==> config.mk <==
export PLATFORM = sky130hd
export DESIGN_NAME = mem_request_queue_flat
export DESIGN_NICKNAME = d
export VERILOG_FILES = /design/src/rtl/mem_request_queue_pkg.sv /design/src/rtl/mem_request_queue_if.sv /design/src/rtl/mem_request_queue_sat_age_counter.sv /design/src/rtl/mem_request_queue.sv /design/src/flat_wrapper.sv
export SDC_FILE = /design/constraint.sdc
export NUM_CORES = 1
export LEC_CHECK = 0
export BUFFER_PORTS_ARGS = -buffer_cell sky130_fd_sc_hd__buf_4
export CORE_AREA = 3 3 290 292
export CTS_CLUSTER_DIAMETER = 80
export DETAILED_ROUTE_END_ITERATION = 8
export DIE_AREA = 0 0 293 295
export GPL_ROUTABILITY_DRIVEN = 0
export MAX_ROUTING_LAYER = met4
export PLACE_DENSITY = 0.65
export SYNTH_ARGS = -nofsm -noshare
export SYNTH_HDL_FRONTEND = slang
export SYNTH_HIERARCHICAL = 1
export SYNTH_SLANG_ARGS = --single-unit
==> constraint.sdc <==
create_clock -name clk -period 9.4 [get_ports clk]
set_input_delay 2.82 -clock clk [delete_from_list [all_inputs] [get_ports clk]]
set_output_delay 2.82 -clock clk [all_outputs]
set_load 0.01 [all_outputs]
==> src/rtl/mem_request_queue_pkg.sv <==
// rtl/mem_request_queue_pkg.sv - shared types and sizing constants for the memory request queue
package mem_request_queue_pkg;

  localparam int MRQ_ADDRESS_WIDTH = 32;
  localparam int MRQ_QUEUE_DEPTH   = 16;
  localparam int MRQ_AGE_WIDTH     = 16;

  // Operation classes produced by the trace parser
  typedef enum logic [1:0] {
    OP_NONE     = 2'd0,
    DATA_READ   = 2'd1,
    DATA_WRITE  = 2'd2,
    INSTR_FETCH = 2'd3
  } parsed_op_t;

  typedef struct packed {
    parsed_op_t                   opcode;
    logic [MRQ_ADDRESS_WIDTH-1:0] address;
  } mem_req_t;

endpackage

==> src/rtl/mem_request_queue_if.sv <==
// rtl/mem_request_queue_if.sv - parser/scheduler side signals of the memory request queue
interface mem_request_queue_if
  import mem_request_queue_pkg::*;
#(
  parameter int ADDRESS_WIDTH = MRQ_ADDRESS_WIDTH,
  parameter int QUEUE_DEPTH   = MRQ_QUEUE_DEPTH,
  parameter int AGE_WIDTH     = MRQ_AGE_WIDTH
);

  localparam int OCC_W = $clog2(QUEUE_DEPTH) + 1;

  logic                     op_ready_s;
  parsed_op_t               opcode;
  logic [ADDRESS_WIDTH-1:0] address;
  logic                     pop;
  logic                     queue_full;
  logic                     queue_empty;
  logic [OCC_W-1:0]         occupancy;
  logic                     head_valid;
  parsed_op_t               head_opcode;
  logic [ADDRESS_WIDTH-1:0] head_address;
  logic [AGE_WIDTH-1:0]     head_age;
  logic                     overflow;

  // Parser and scheduler together drive the requests and consume the head
  modport master (
    output op_ready_s, opcode, address, pop,
    input  queue_full, queue_empty, occupancy, head_valid,
           head_opcode, head_address, head_age, overflow
  );

  // The queue itself
  modport slave (
    input  op_ready_s, opcode, address, pop,
    output queue_full, queue_empty, occupancy, head_valid,
           head_opcode, head_address, head_age, overflow
  );

endinterface

==> src/rtl/mem_request_queue_sat_age_counter.sv <==
// rtl/mem_request_queue_sat_age_counter.sv - per-entry age counter that saturates at all-ones
module sat_age_counter #(
  parameter int AGE_WIDTH = 16
) (
  input  logic                 clk,
  input  logic                 rst,
  input  logic                 clear,
  input  logic                 enable,
  output logic [AGE_WIDTH-1:0] age
);

  // Clear wins over counting so a slot reused in the same cycle it is freed starts at zero
  always_ff @(posedge clk or posedge rst) begin
    if (rst) begin
      age <= '0;
    end else if (clear) begin
      age <= '0;
    end else if (enable && (age != {AGE_WIDTH{1'b1}})) begin
      age <= age + AGE_WIDTH'(1);
    end
  end

endmodule

==> src/rtl/mem_request_queue.sv <==
// rtl/mem_request_queue.sv - circular request buffer between trace parser and DRAM scheduler
module mem_request_queue
  import mem_request_queue_pkg::*;
#(
  parameter int ADDRESS_WIDTH = MRQ_ADDRESS_WIDTH,
  parameter int QUEUE_DEPTH   = MRQ_QUEUE_DEPTH,
  parameter int AGE_WIDTH     = MRQ_AGE_WIDTH
) (
  input logic               clk,
  input logic               rst,
  mem_request_queue_if.slave q
);

  localparam int PTR_W = $clog2(QUEUE_DEPTH);
  localparam int OCC_W = PTR_W + 1;

  logic [PTR_W-1:0]         rd_ptr;
  logic [PTR_W-1:0]         wr_ptr;
  logic [OCC_W-1:0]         occ;
  logic                     ovf;
  logic [QUEUE_DEPTH-1:0]   valid;
  parsed_op_t               op_mem   [QUEUE_DEPTH];
  logic [ADDRESS_WIDTH-1:0] addr_mem [QUEUE_DEPTH];
  logic [AGE_WIDTH-1:0]     age      [QUEUE_DEPTH];

  logic full;
  logic empty;
  logic do_push;
  logic do_pop;
  logic do_drop;

  assign full    = (occ == OCC_W'(QUEUE_DEPTH));
  assign empty   = (occ == '0);
  // A pop on a full queue frees the slot the incoming request needs
  assign do_push = q.op_ready_s && (!full || q.pop);
  assign do_pop  = q.pop && !empty;
  assign do_drop = q.op_ready_s && full && !q.pop;

  // Pointer, occupancy and sticky overflow bookkeeping
  always_ff @(posedge clk or posedge rst) begin
    if (rst) begin
      rd_ptr <= '0;
      wr_ptr <= '0;
      occ    <= '0;
      ovf    <= 1'b0;
    end else begin
      if (do_push) wr_ptr <= wr_ptr + PTR_W'(1);
      if (do_pop)  rd_ptr <= rd_ptr + PTR_W'(1);
      if (do_push && !do_pop) begin
        occ <= occ + OCC_W'(1);
      end else if (do_pop && !do_push) begin
        occ <= occ - OCC_W'(1);
      end
      if (do_drop) ovf <= 1'b1;
    end
  end

  // Entry valid bits; a push into the slot being popped leaves it valid
  always_ff @(posedge clk or posedge rst) begin
    if (rst) begin
      valid <= '0;
    end else begin
      for (int i = 0; i < QUEUE_DEPTH; i++) begin
        if (do_push && (wr_ptr == PTR_W'(i))) begin
          valid[i] <= 1'b1;
        end else if (do_pop && (rd_ptr == PTR_W'(i))) begin
          valid[i] <= 1'b0;
        end
      end
    end
  end

  // Payload storage; contents are never read while the slot is invalid, so no reset
  always_ff @(posedge clk) begin
    if (do_push) begin
      op_mem[wr_ptr]   <= q.opcode;
      addr_mem[wr_ptr] <= q.address;
    end
  end

  genvar g;
  generate
    for (g = 0; g < QUEUE_DEPTH; g++) begin : g_age
      sat_age_counter #(
        .AGE_WIDTH (AGE_WIDTH)
      ) u_age (
        .clk    (clk),
        .rst    (rst),
        .clear  (do_push && (wr_ptr == PTR_W'(g))),
        .enable (valid[g]),
        .age    (age[g])
      );
    end
  endgenerate

  assign q.queue_full  = full;
  assign q.queue_empty = empty;
  assign q.occupancy   = occ;
  assign q.head_valid  = !empty;
  assign q.overflow    = ovf;

  // Head mux presents the oldest entry, forced to zero when nothing is queued
  always_comb begin
    q.head_opcode  = OP_NONE;
    q.head_address = '0;
    q.head_age     = '0;
    if (!empty) begin
      q.head_opcode  = op_mem[rd_ptr];
      q.head_address = addr_mem[rd_ptr];
      q.head_age     = age[rd_ptr];
    end
  end

endmodule
==> src/flat_wrapper.sv <==
// flat-port wrapper written by rule: the top's interface ports become plain ports
module mem_request_queue_flat import mem_request_queue_pkg::*;
#(
  parameter int ADDRESS_WIDTH = MRQ_ADDRESS_WIDTH,
  parameter int QUEUE_DEPTH   = MRQ_QUEUE_DEPTH,
  parameter int AGE_WIDTH     = MRQ_AGE_WIDTH
)
  (clk, rst, q_op_ready_s, q_opcode, q_address, q_pop, q_queue_full, q_queue_empty, q_occupancy, q_head_valid, q_head_opcode, q_head_address, q_head_age, q_overflow);
  mem_request_queue_if #(.ADDRESS_WIDTH(ADDRESS_WIDTH), .QUEUE_DEPTH(QUEUE_DEPTH), .AGE_WIDTH(AGE_WIDTH)) q_i ();
  input logic clk;
  input logic rst;
  input wire logic [$bits(q_i.op_ready_s)-1:0] q_op_ready_s;
  input wire logic [$bits(q_i.opcode)-1:0] q_opcode;
  input wire logic [$bits(q_i.address)-1:0] q_address;
  input wire logic [$bits(q_i.pop)-1:0] q_pop;
  output wire logic [$bits(q_i.queue_full)-1:0] q_queue_full;
  output wire logic [$bits(q_i.queue_empty)-1:0] q_queue_empty;
  output wire logic [$bits(q_i.occupancy)-1:0] q_occupancy;
  output wire logic [$bits(q_i.head_valid)-1:0] q_head_valid;
  output wire logic [$bits(q_i.head_opcode)-1:0] q_head_opcode;
  output wire logic [$bits(q_i.head_address)-1:0] q_head_address;
  output wire logic [$bits(q_i.head_age)-1:0] q_head_age;
  output wire logic [$bits(q_i.overflow)-1:0] q_overflow;
  assign q_i.op_ready_s = q_op_ready_s;
  assign q_i.opcode = q_opcode;
  assign q_i.address = q_address;
  assign q_i.pop = q_pop;
  assign q_queue_full = q_i.queue_full;
  assign q_queue_empty = q_i.queue_empty;
  assign q_occupancy = q_i.occupancy;
  assign q_head_valid = q_i.head_valid;
  assign q_head_opcode = q_i.head_opcode;
  assign q_head_address = q_i.head_address;
  assign q_head_age = q_i.head_age;
  assign q_overflow = q_i.overflow;
  mem_request_queue #(.ADDRESS_WIDTH(ADDRESS_WIDTH), .QUEUE_DEPTH(QUEUE_DEPTH), .AGE_WIDTH(AGE_WIDTH)) u_core (.clk(clk), .rst(rst), .q(q_i));
endmodule
## Word level (Yosys, flattened, before mapping)

Memories as Yosys holds them, arrays and structs flattened.
Cells that the tools add are included.

- Equal/unequal tests: 47
- $lt $le $gt $ge: 1
- Bitwise gates (word level): 1
- Add/subtract/negate cells: 20
- Multiplexer cells: 74
- Reduce and logical (&&, ||, !) cells: 96

Operators with widths:

| operator | count |
|---|---|
| $mux 16 | 35 |
| $add 16x1->16 const B | 16 |
| $ne 16x16->1 const B | 16 |
| $reduce_bool 2->1 | 33 |
| $bmux 16 s4 | 1 |
| $eq 4x4->1 const B | 16 |
| $logic_and 1x1->1 | 54 |
| $mux 1 | 34 |
| $eq 4x3->1 const B | 8 |
| $mux 32 | 1 |
| $eq 4x2->1 const B | 4 |
| $mux 5 | 2 |
| $add 4x1->4 const B | 2 |
| $eq 4x1->1 const B | 2 |
| $logic_not 4->1 | 2 |
| $add 5x1->5 const B | 1 |
| $eq 5x5->1 const B | 1 |
| $ge 5x5->1 const B | 1 |
| $logic_not 1->1 | 5 |
| $logic_not 5->1 | 1 |
| $not 4->5 | 1 |
| $sub 5x1->5 const B | 1 |
| $mux 2 | 1 |
| $logic_or 1x1->1 | 1 |

- Output and inout bits: 59
- Bits in writable memories: 544
- Logic and storage cells: 277
- Register bits: 286
- Memories: 2

Memories:

| memory | words | bits a word | rd ports | clocked after Yosys merged registers in | wr ports | line | text |
|---|---|---|---|---|---|---|---|
| u_core.addr_mem | 16 | 32 | 1 | 0 | 1 | mem_request_queue.sv:23 | `logic [ADDRESS_WIDTH-1:0] addr_mem [QUEUE_DEPTH];` |
| u_core.op_mem | 16 | 2 | 1 | 0 | 1 | mem_request_queue.sv:22 | `parsed_op_t op_mem [QUEUE_DEPTH];` |

## Logic depth before layout (Yosys ltp)

Gate-level depths: netlist of run 1.

- Word-level depth: 8
- Gate-level depth with buffers: 11
- Depth with buffers taken out: 10

## Hierarchy

Netlist of run 1, hierarchy kept.

By module, submodules not included:

| module | cells each | times used | area an instance (um^2) |
|---|---|---|---|
| mem_request_queue | 1126 | 1 | 24307.1 |
| sat_age_counter | 101 | 16 | 932.1 |

## Worst setup path before layout of run 1

No wires, ideal clock.

- Path kind: input -> register
- Start point: input port q_pop
- End point: register u_core.g_age[3].u_age.age[10]
- Arrival time: 6.770 ns
- Stages: 8
- Slack: 2.496 ns
- Path through: inv_1 a31oi_1 clkbuf_1 nand2_1 nor3_1 buf_4 dlygate4sd1_1 a21oi_1

- Longest elaborated chain between the ends: 4
- Elaborated cells between the ends (all ways): 5
- Classes of those cells: 1 x mux; 4 x reduce/logical

Ends and longest elaborated chain:

| element | line | text |
|---|---|---|
| start, declared | flat_wrapper.sv:15 | `input wire logic [$bits(q_i.pop)-1:0] q_pop;` |
| $logic_or 1x1->1 (*) | mem_request_queue.sv:35 | `assign do_push = q.op_ready_s && (!full \|\| q.pop);` |
| $logic_and 1x1->1 (*) | mem_request_queue.sv:35 |  |
| named net u_core.do_push | mem_request_queue.sv:28 | `logic do_push;` |
| $logic_and 1x1->1 (*) | mem_request_queue.sv:89 | `.clear (do_push && (wr_ptr == PTR_W'(g))),` |
| $mux 16 / $reduce_bool 2->1 (equally long branches) | -- |  |
| end signal, assigned | mem_request_queue_sat_age_counter.sv:19 | `age <= age + AGE_WIDTH'(1);` |
| end, declared | mem_request_queue_sat_age_counter.sv:9 | `output logic [AGE_WIDTH-1:0] age` |

The timed path passes the listed nets; every way through them passes the cells marked *.
A chain may end at the register's enable or synchronous reset.

## Worst setup path after layout of run 1

- Start point: register u_core.rd_ptr[1]
- End point: output port q_head_age[12]

- Longest elaborated chain between the ends: 5

Ends and longest elaborated chain:

| element | line | text |
|---|---|---|
| start, declared | mem_request_queue.sv:17 | `logic [PTR_W-1:0] rd_ptr;` |
| start signal, assigned | mem_request_queue.sv:48 | `if (do_pop) rd_ptr <= rd_ptr + PTR_W'(1);` |
| $not 4->5 (implied by the code) | mem_request_queue.sv:110 | `q.head_age = age[rd_ptr];` |
| $bmux 16 s4 | mem_request_queue.sv:110 |  |
| $mux 16 (implied by the code) (2 in series) | mem_request_queue.sv:110 |  |
| $mux 16 | mem_request_queue.sv:107 | `if (!empty) begin` |
| end, declared | flat_wrapper.sv:22 | `output wire logic [$bits(q_i.head_age)-1:0] q_head_age;` |

No other way between the ends. The select of a mux whose other input is x is not followed.

==> results.cfg, run 1 <==
[detailed_routing]
drt_iter0_drc = 3362
first_pass_iters = 8
wirelength_um = 104000
drc = 0
vias = 26300
wl_per_cell_um = 26.2
ant_nets = 0
via_per_inst = 6.66

[hold_path]
holdPathStages = 1
worstHoldStart = u_core/q.overflow
hold_path.class = register to register
hold_end = u_core/q.overflow

[synth]
async_flop_share_pct = 34.5
muxShareOfSynthArea_pct = 14.4
ys_warn_count = 6
synth_cell_types = 51
ys_ff_latch = 830
synthesis.nets = 2809
synth_top_area_cell = edfxtp_1
synthCells = 2742
seq_area_frac_synth_pct = 59.9
synth.top_cells.by_area = edfxtp_1, dfrtp_1, mux4_2
synth_top_family_by_area = multiplexers
synth-main-ff-cell = edfxtp_1
synth_compound_gate_area_share_pct = 7.83
yosysTopAreaCellShare_pct = 41.6
synthXorXnorAreaFrac_pct = 0.201
synth-edff-count = 544
avgSynthCellArea_sq_um = 14.3
synth-simple-area-share_pct = 14.0
synthAdderAreaFrac_pct = 0.944
synth_area_sq_um = 39200

[power]
p_leak_nw = 14.7
p_per_area_nw_per_um2 = 327
ir_drop_uv = 215
power_mw = 14.2

[global_routing]
grt_first_pass_wirelength_um = 157000
track_usage_pct = 24.5
grt_pass1_vias = 25600
gr-total-overflow = 0
grt_start_max_net_pins = 101
antenna_found_initial = 3

[setup_path]
crit_path_frequent_cell = buf_4
critical_path_class = register to primary output
cp_data_arrival_time_ns = 3.83
crit_chain = buf_4 > mux4_2 > nor2b_1 > a221o_1 > buf_4
path_buf_inv = 2
path_max_fanout = 66
end_kind = primary output
rr_endpoint = u_core/q.occupancy[4]
required_ns = 6.58
cp_slowest_cell = buf_4
critical-path-max-stage-delay_ns = 0.90
r2r_slack_ns = 6.27
crit-reg2reg-launch = u_core/q.occupancy[4]
path_delay_family = buffers and inverters
reg2regPathDepth = 10
start_kind = register

[timing]
slew_viol_final = 0
skew_ns = 0.0556
setup_violations = 0
finalSetupTns_ns = 0
max_clock_freq_ghz = 0.150
worst_pin_slew_ns = 1.15
period_share_pct = 70.7
finalHoldViolCount = 0
rsz0062_at_grt = no
slew_headroom_pct = 22.5
fin_crit_ns = 6.65

[finish]
final_cell_mix = edfxtp_1, dfrtp_1, a21oi_1
mostFrequentLayoutCell = edfxtp_1
final_nets = 2879
area_growth_pct = 11.0
final.fill_count = 6670
drive_gt1_share_pct = 20.7

[clocking]
cts-root-buf = clkbuf_16
cts_made_buffers = 88
cts.sinks = 830
clk_latency_ns = 0.67
clockBufferDepth = 3
ctsHoldBuffers = 0
postCtsSetupBuffers = 0
cts.clk_slew.worst_paths_ns = 0.06
cts_tree = yes
ctsHtreeMaxLevel = 3
cts-resized-gates = 0

[floorplan]
core_sq_um = 81800
die_y_um = 295
ios = 97
die-area_sq_um = 86400
rows = 105
die_w_um = 293
floorplan.initialDensity_pct = 47.9

[job]
maxCapViolCount = 0

[place]
dp_hpwl_um = 64600
io_buffer_count = 96

[status]
status = completed
## cell type report
class	instances	area, sq um	share of cell area [%]
Sequential cell	830	23500	54.0
Clock buffer	123	2400	5.52
Tap cell	1070	1340	3.08
Timing Repair Buffer	120	938	2.16
Multi-Input combinational cell	1711	14700	33.8
Inverter	61	229	0.526
Antenna cell	3	7.51	0.0172
Clock inverter	35	377	0.865
## cell families after synthesis
family          count (synthesis)
simple gates                  892
flops                         830
compound gates                482
mux                           299
buf+inv                       201
fa+ha+maj                      29
xor+xnor                        9
## Yosys cell counts, drive strengths merged (45+ instances only)
cell / n
nor4: 49
nand4: 86
or4: 128
nand3: 124
nor3: 66
or3: 113
a221o: 50
clkbuf: 79
nand2: 105
o31ai: 80
buf: 45
nor2: 52
a21oi: 195
dfrtp: 286
edfxtp: 544
o21ai: 84
mux4: 200
mux2: 82
nor2b: 104
inv: 61
## worst max-delay path by stage
stage                      from  slack, ns                             to  depth (start not counted)
3_5_place_dp   u_core/rd_ptr[1]       3.39                  q_head_age[3]                          5
2_1_floorplan             q_pop       2.50  u_core/g_age[3].u_age/age[10]                          8
5_1_grt        u_core/rd_ptr[1]       2.53                  q_head_age[2]                          5
4_1_cts        u_core/rd_ptr[1]       2.68                  q_head_age[3]                          5
6_report       u_core/rd_ptr[1]       2.75                 q_head_age[12]                          5
3_3_place_gp   u_core/rd_ptr[1]       3.46                  q_head_age[3]                          5
## metal layers
| metal | wire length [um] | GRT usage [%] | vias up |
|---|---|---|---|
| li1 | - | - | 11300 |
| met1 | 42700 | 33.0 | 13700 |
| met2 | 49600 | 38.5 | 1180 |
| met3 | 8700 | 4.83 | 181 |
| met4 | 2510 | 6.63 | 0 |
| met5 | 0 | - | - |
## registers in the layout, summed over array words and instances, names as in the netlist
name                    flops
u_core/valid               16
u_core/q.overflow           1
u_core/op_mem              32
u_core/rd_ptr               4
u_core/addr_mem           512
u_core/q.occupancy          5
u_core/g_age.u_age/age    256
u_core/wr_ptr               4
## report_power, final
| group | switching [mW] | internal (mW) |
|---|---|---|
| logic | 2.40 | 2.33 |
| clock network | 1.46 | 1.89 |
| registers | 1.44 | 4.71 |
| total | 5.30 | 8.93 |
## per-stage QoR
stage / cell area (sq um) / setup WS, ns / hold slack (ns) / instances / utilization, %
floorplan: 39200 / 2.50 / 0.449 / 2742 / -
global route: 43500 / 2.53 / 0.528 / 3953 / 53.2
detailed placement: 40700 / 3.39 / 0.496 / 3792 / 49.8
CTS: 43500 / 2.68 / 0.512 / 3950 / 53.2
finish: 43500 / 2.75 / 0.513 / 3953 / 53.2
global placement: 40700 / 3.46 / 0.461 / 3792 / 49.8
No activity file was read; power rests on OpenSTA's default activity.
==> run 2, diff against run 1 <==
Settings changed: PLACE_DENSITY 0.65 to 0.67.
Clock period 9.4 ns to 5.43 ns, I/O delays scaled along.
==> run 2 against run 1 <==
Compared with the run above:
- clock power is 75% higher
- non-clock buffer count is 14 higher
- via count down 0.23%
- die area unchanged
==> results.cfg, run 2 (same netlist as run 1, synthesis figures left out) <==
[global_routing]
grt_pass1_vias = 25500
gr-total-overflow = 0
grt_start_max_net_pins = 72
antenna_found_initial = 4
grt_first_pass_wirelength_um = 154000
track_usage_pct = 23.9

[timing]
max_clock_freq_ghz = 0.202
slew_headroom_pct = 23.0
skew_ns = 0.0471
period_share_pct = 91.1
rsz0062_at_grt = no
worst_pin_slew_ns = 1.15
setup_violations = 0
finalSetupTns_ns = 0
slew_viol_final = 0
finalHoldViolCount = 0
fin_crit_ns = 4.95

[detailed_routing]
wl_per_cell_um = 25.5
first_pass_iters = 9
drc = 0
ant_nets = 0
wirelength_um = 101000
vias = 26200
via_per_inst = 6.62
drt_iter0_drc = 3029

[job]
maxCapViolCount = 0

[setup_path]
cp_data_arrival_time_ns = 3.32
path_max_fanout = 71
required_ns = 3.80
r2r_slack_ns = 2.61
start_kind = register
critical_path_class = register to primary output
end_kind = primary output

[power]
comb_power_share_pct = 34.0
ir_drop_uv = 340
seqPwrFrac_pct = 42.4
p_int_mw = 15.6
p_per_area_nw_per_um2 = 565
swShare_pct = 37.0
power_switching_mw = 9.18
clkPwrFrac_pct = 23.6
p_leak_nw = 14.9

[finish]
largest_reg_flops = 512
final_cell_mix = edfxtp_1, dfrtp_1, a21oi_1
reg_top3 = u_core/addr_mem x512, u_core/g_age.u_age/age x256, u_core/op_mem x32
area_growth_pct = 11.8
mostFrequentLayoutCell = edfxtp_1
final.fill_count = 6511
drive_gt1_share_pct = 21.3
final_nets = 2890
utilization_pct = 53.6
top_register = u_core/addr_mem

[place]
io_buffer_count = 96
dp_hpwl_um = 64500

[clocking]
ctsHoldBuffers = 0
cts-resized-gates = 0
cts_made_buffers = 85
clockBufferDepth = 3
ctsHtreeMaxLevel = 3
cts.clk_slew.worst_paths_ns = 0.06
cts.sinks = 830
clk_latency_ns = 0.68
cts_tree = yes
postCtsSetupBuffers = 0
cts-root-buf = clkbuf_16

[floorplan]
core_sq_um = 81800
die_y_um = 295
ios = 97
rows = 105
die_w_um = 293
die-area_sq_um = 86400
floorplan.initialDensity_pct = 47.9

[status]
status = completed

[hold_path]
hold_path.class = register to register
-- run 2: through the flow --
| step | setup WS (ns) | instances | power [mW] | hold WS [ns] | instance area (sq um) |
|---|---|---|---|---|---|
| floorplan | 0.691 | 2742 | 15.6 | 0.449 | 39200 |
| global placement | 1.20 | 3806 | 18.6 | 0.461 | 41000 |
| detailed placement | 1.18 | 3806 | 18.9 | 0.460 | 41000 |
| CTS | 0.443 | 3961 | 24.8 | 0.478 | 43900 |
| global route | 0.359 | 3965 | 26.0 | 0.506 | 43900 |
| finish | 0.484 | 3965 | 24.8 | 0.478 | 43900 |
-- run 2: power by group through the flow --
| stage | Clock (mW) | Combinational (mW) | Sequential, mW |
|---|---|---|---|
| after CTS | 5.95 | 8.45 | 10.4 |
| final | 5.85 | 8.42 | 10.5 |
| after global placement | 0 | 8.17 | 10.4 |
| after global routing | 6.23 | 9.04 | 10.7 |
| after floorplan | 0 | 6.19 | 9.37 |
| after detailed placement | 0 | 8.40 | 10.5 |
-- run 2: path summary, 6_finish.rpt --
path	start	to	cells after the start
max	u_core/rd_ptr[2]	q_head_age[1]	4
min	u_core/q.overflow	u_core/q.overflow	1
max reg2reg	u_core/q.occupancy[0]	u_core/q.occupancy[4]	11
min reg2reg	u_core/q.overflow	u_core/q.overflow	1
max in group asynchronous	rst	u_core/g_age[8].u_age/age[12]	2
min in group asynchronous	rst	u_core/g_age[9].u_age/age[0]	2
-- run 2: layout make-up --
type,instances,area (sq um),area share (%)
diodes,4,10.0,0.0228
clock buffers,106,2300,5.23
clock inverters,49,533,1.22
inverters,61,229,0.522
multi-input cells,1711,14700,33.6
flip-flops and latches,830,23500,53.6
well taps,1070,1340,3.05
repair buffers,134,1220,2.78
-- run 2: routing by layer --
| metal | share of wire [%] | global-route usage (%) |
|---|---|---|
| met5 | 0 | - |
| met4 | 2.8 | 7.40 |
| met3 | 8.6 | 4.94 |
| met2 | 47 | 35.9 |
| met1 | 42 | 33.0 |
-- run 2: worst max-delay path, stage by stage (launching register included) --
cell	delay, ns
dfrtp_4	1.17
buf_4	0.52
mux4_2	0.37
a221o_1	0.39
buf_4	0.16
